File: config.mk
export PLATFORM = sky130hd
export DESIGN_NAME = register_toggle_multi
export DESIGN_NICKNAME = d
export VERILOG_FILES = /design/src/rtl/register_toggle_multi_pkg.sv /design/src/rtl/register_toggle_channel.sv /design/src/rtl/register_toggle_multi.sv
export SDC_FILE = /design/constraint.sdc
export NUM_CORES = 1
export LEC_CHECK = 0
export ABC_AREA = 0
export BUFFER_PORTS_ARGS = -buffer_cell sky130_fd_sc_hd__clkbuf_2
export CAP_MARGIN = 20
export CORE_ASPECT_RATIO = 0.7
export CORE_UTILIZATION = 40
export DETAILED_ROUTE_END_ITERATION = 10
export GPL_TIMING_DRIVEN = 1
export PLACE_DENSITY = 0.62
export SYNTH_ARGS = -nofsm -noshare
export SYNTH_HDL_FRONTEND = slang
export SYNTH_SLANG_ARGS = --single-unit
export TNS_END_PERCENT = 10
File: constraint.sdc
create_clock -name clock -period 4.87 [get_ports clock]
set_clock_uncertainty 0.1 [all_clocks]
set_input_delay 0 -clock clock [delete_from_list [all_inputs] [get_ports clock]]
set_output_delay 0 -clock clock [all_outputs]
set_load 0.02 [all_outputs]
File: src/rtl/register_toggle_multi_pkg.sv
// Shared constants and helpers for the register_toggle_multi toggle bank.
package register_toggle_multi_pkg;

    localparam int DIVIDE_WIDTH_DEFAULT = 4;

    // Low bit of channel ch's divisor field in the packed divisor bus.
    function automatic int unsigned divisor_lo(input int unsigned ch, input int unsigned width);
        return ch * width;
    endfunction

    // A zero divisor behaves as divide-by-one.
    function automatic int unsigned effective_divisor(input int unsigned d);
        return (d == 0) ? 1 : d;
    endfunction

endpackage

File: src/rtl/register_toggle_channel.sv
// One toggle slice: state bit, prescale counter, registered change flag and fire carry.
module register_toggle_channel
    import register_toggle_multi_pkg::*;
#(
    parameter int   DIVIDE_WIDTH = DIVIDE_WIDTH_DEFAULT,
    parameter logic RESET_BIT    = 1'b0
) (
    input  logic                    clock,
    input  logic                    clear_n,
    input  logic                    clock_enable,
    input  logic                    clear,
    input  logic                    toggle_eff,
    input  logic                    load,
    input  logic                    data_in,
    input  logic [DIVIDE_WIDTH-1:0] divisor,
    output logic                    state,
    output logic                    changed,
    output logic                    carry
);

    localparam logic [DIVIDE_WIDTH-1:0] CNT_ONE = 1;

    logic [DIVIDE_WIDTH-1:0] cnt;
    logic [DIVIDE_WIDTH-1:0] next_cnt;
    logic                    next_state;
    logic                    at_limit;

    // >= rather than == so a divisor shrunk below the running count fires at once.
    assign at_limit = (32'(cnt) >= effective_divisor(32'(divisor)) - 32'd1);

    always_comb begin
        next_state = state;
        next_cnt   = cnt;
        carry      = 1'b0;
        if (clock_enable) begin
            if (clear) begin
                next_state = RESET_BIT;
                next_cnt   = '0;
            end else if (load) begin
                next_state = data_in;
                next_cnt   = '0;
            end else if (toggle_eff) begin
                if (at_limit) begin
                    next_state = ~state;
                    next_cnt   = '0;
                    carry      = state;
                end else begin
                    next_cnt   = cnt + CNT_ONE;
                end
            end
        end
    end

    always_ff @(posedge clock or negedge clear_n) begin
        if (!clear_n) begin
            state   <= RESET_BIT;
            cnt     <= '0;
            changed <= 1'b0;
        end else if (clock_enable) begin
            state   <= next_state;
            cnt     <= next_cnt;
            changed <= next_state ^ state;
        end else begin
            changed <= 1'b0;
        end
    end

endmodule

File: src/rtl/register_toggle_multi.sv
// Bank of CHANNELS toggle FSMs with per-channel divisors.
// Define REGISTER_TOGGLE_MULTI_CASCADE_EN to ripple carries between channels (binary counter mode).
module register_toggle_multi
    import register_toggle_multi_pkg::*;
#(
    parameter int                  CHANNELS     = 4,
    parameter int                  DIVIDE_WIDTH = DIVIDE_WIDTH_DEFAULT,
    parameter logic [CHANNELS-1:0] RESET_VALUE  = '0
) (
    input  logic                             clock,
    input  logic                             clear_n,
    input  logic                             clock_enable,
    input  logic                             clear,
    input  logic [CHANNELS-1:0]              toggle,
    input  logic [CHANNELS-1:0]              load,
    input  logic [CHANNELS-1:0]              data_in,
    input  logic [CHANNELS*DIVIDE_WIDTH-1:0] divisor,
    output logic [CHANNELS-1:0]              data_out,
    output logic [CHANNELS-1:0]              changed
);

    for (genvar i = 0; i < CHANNELS; i++) begin : chan
        logic toggle_eff;
        logic carry;
        logic unused_carry;

        if (i == 0) begin : head
            assign toggle_eff = toggle[0];
        end else begin : body
`ifdef REGISTER_TOGGLE_MULTI_CASCADE_EN
            // Carry from the lower channel merges with the local request as one toggle.
            assign toggle_eff = toggle[i] | chan[i-1].carry;
`else
            assign toggle_eff = toggle[i];
`endif
        end

        assign unused_carry = carry;

        register_toggle_channel #(
            .DIVIDE_WIDTH (DIVIDE_WIDTH),
            .RESET_BIT    (RESET_VALUE[i])
        ) u_channel (
            .clock        (clock),
            .clear_n      (clear_n),
            .clock_enable (clock_enable),
            .clear        (clear),
            .toggle_eff   (toggle_eff),
            .load         (load[i]),
            .data_in      (data_in[i]),
            .divisor      (divisor[divisor_lo(i, DIVIDE_WIDTH) +: DIVIDE_WIDTH]),
            .state        (data_out[i]),
            .changed      (changed[i]),
            .carry        (carry)
        );
    end

endmodule

==> impl_metrics.ini <==
[layout]
layout-drive-gt1-share_pct = 20.3
seqCellArea_um2 = 601
syn_to_final_growth_pct = 19.5
layout_commonest_cell = clkbuf_2
n_antenna_cell = 0
multi_input_area_um2 = 1290
fillers = 476
fin_nets = 332
fin_util_pct = 50.5
final_cell_mix = 39 x clkbuf_2, 28 x ha_1, 24 x dfrtp_1, 18 x inv_1, 16 x nor2_1

[floorplan]
dieWidth_um = 87.4
start_util_pct = 42.2
die_area_um2 = 5400
core-area_um2 = 4830
rows = 21
die_h_um = 61.8
io_pins = 40

[cts]
clk_latency_ns = 0.27
cts_buffer_depth = 2
clk_pin_slew_ns = 0.09
clock-sinks = 24
cts_tree = done
cts_buffers = 3
cts_setup_buffers = 0
htree_num_levels = 1
cts_root_buf = clkbuf_8

[global_routing]
overflow = 0
grt_max_degree = 25
antenna_found_initial = 0
grt_pass1_wl_mm = 6.80
grt_pass1_vias = 1512
gr-usage-all-layers_pct = 16.3

[route]
dr.pass1.iters = 4
wl_per_cell_um = 12.5
drtIter0Drc = 76
routed_wl_mm = 4.25
via_per_inst = 5.30
drt_drc_violations_left = 0
ant_nets = 0
vias = 1801

[worst_hold_path]
hp-class = primary input to register

[setup_path]
critPathKind = register to register
cp_max_fo = 8
start_kind = register
cp.required_ns = 4.93
worstPathArrival_ns = 2.36
crit_path_end_kind = register

[timing]
grt_setup_unrepaired = false
slew_viol_final = 0
slew_headroom_pct = 53.8
fin_crit_sh_pct = 47.1
holdWs_ns = 0.00935
period_minus_slack_ns = 2.29
finalSetupViolCount = 0
worst_slew_pin_slew_ns = 0.688
fmax_ghz = 0.436
fin_setup_tns_ns = 0
finalHoldViolations = 0

[pwr]
ir_worst_vdd_uv = 118
power_uw = 521
p_leak_uw = 0.00115
power.density_nw_per_um2 = 214

[synthesis]
yosys.area.top_type = dfrtp_1
synthDistinctLibCells = 43
synth_nets = 286
netlist_area_um2 = 2040
synthCells = 226
synth_top_area_share_pct = 29.4
yosysWarnings = 0
netlist_top_cells_area = dfrtp_1 29%, ha_1 17%, inv_1 3.3%
synth-seq-cells = 24
seq_area_frac_synth_pct = 29.4
avgSynthCellArea_um2 = 9.04

[placed_design]
numPortBuffers = 39
dp_hpwl_mm = 3.23
gp_congestion = 0.775

[flow_run]
cap_violations = 0

[outcome]
status = finished, final reports clean
-- flip-flops by register name, indices dropped and copies added (netlist names) --
signal	count
chan.u_channel.changed	4
chan.u_channel.cnt	16
chan.u_channel.state	4
-- metal layers --
| layer | global-route usage [%] | up-vias | wire [µm] |
|---|---|---|---|
| li1 | - | 926 | - |
| met1 | 22.0 | 845 | 2170 |
| met2 | 27.1 | 28 | 1920 |
| met3 | 4.23 | 2 | 147 |
| met4 | 2.34 | 0 | 17 |
| met5 | 0 | - | 0 |
-- critical path: stages, from the launching register on --
cell and delay, ns:
dfrtp_1 0.44, ha_1 0.32, and3_1 0.17, o21ai_1 0.09
a31oi_4 0.30, a21o_1 0.16, nand3_1 0.05, dlygate4sd3_1 0.56
-- through the flow --
step,setup WS (ns),area (µm²),cells
4_1_cts,2.59,2440,340
6_report,2.58,2440,340
2_1_floorplan,2.90,2040,226
5_1_grt,2.44,2440,340
3_3_place_gp,2.69,2250,322
3_5_place_dp,2.60,2250,322
-- area by class of cell --
type / instances / area share [%]
inverters: 20 / 3.13
repair buffers: 53 / 13.7
multi-input cells: 170 / 52.7
flip-flops and latches: 24 / 24.6
clock buffers: 4 / 2.26
well taps: 69 / 3.54
-- cell usage after synthesis, drive strengths merged --
cell type,n
nand3,10
ha,28
and3,3
mux2i,4
buf,10
nand3b,4
a22oi,4
o22ai,2
inv,19
o21bai,1
clkinvlp,1
a21o,2
o211ai,3
dfrtp,24
a31o,1
o31ai,6
nor3,8
a31oi,3
a22o,3
mux2,2
nor2,16
a221o,2
xnor2,4
a2111oi,2
a32oi,4
o21a,2
or3,3
clkbuf,2
nand2,13
nand4,4
a21oi,5
nor4b,2
or4,1
nor4,4
o21ai,9
nand2b,7
nor2b,6
nand4b,2
-- logic make-up (layout without fill, tap and decap cells) --
family / count (synthesis) / count (layout) / share of synthesized area, %
AO/OA/AOI/OAI: 49 / 49 / 19.5
XOR/XNOR: 4 / 4 / 1.72
adder cells (fa/ha/maj): 28 / 28 / 17.2
buffers and inverters: 32 / 77 / 7.54
flip-flops: 24 / 24 / 29.4
multiplexers: 6 / 6 / 3.06
AND/OR/NAND/NOR: 83 / 83 / 21.6
-- what timing repair did --
action                                 4_1_cts  5_1_grt
setup endpoints to repair                    0        0
endpoints found under the hold margin       35        0
resized for setup                            0        0
hold buffers                                14        0
-- where the power goes --
part	internal, µW	leakage, µW	total [µW]	switching (µW)
logic	72.3	0.000799	154	82.2
registers	211	0.000327	225	13.8
clock network	72.4	0.0000288	142	69.6
-- final timing paths --
kind | start | to | slack, ns | depth (start not counted)
setup / recovery | chan[2].u_channel.cnt[2]$_DFFE_PN0P_ | chan[2].u_channel.state$_DFFE_PN0P_ | 2.58 | 7
hold / removal | toggle[1] | chan[1].u_channel.cnt[1]$_DFFE_PN0P_ | 0.009 | 4
setup reg to reg | chan[2].u_channel.cnt[2]$_DFFE_PN0P_ | chan[2].u_channel.state$_DFFE_PN0P_ | 2.58 | 7
hold reg to reg | chan[3].u_channel.cnt[0]$_DFFE_PN0P_ | chan[3].u_channel.cnt[0]$_DFFE_PN0P_ | 0.45 | 1
max in group asynchronous | clear_n | chan[3].u_channel.state$_DFFE_PN0P_ | 4.07 | 2
min in group asynchronous | clear_n | chan[0].u_channel.cnt[3]$_DFFE_PN0P_ | 0.18 | 2
No activity file was read; power rests on OpenSTA's default activity.
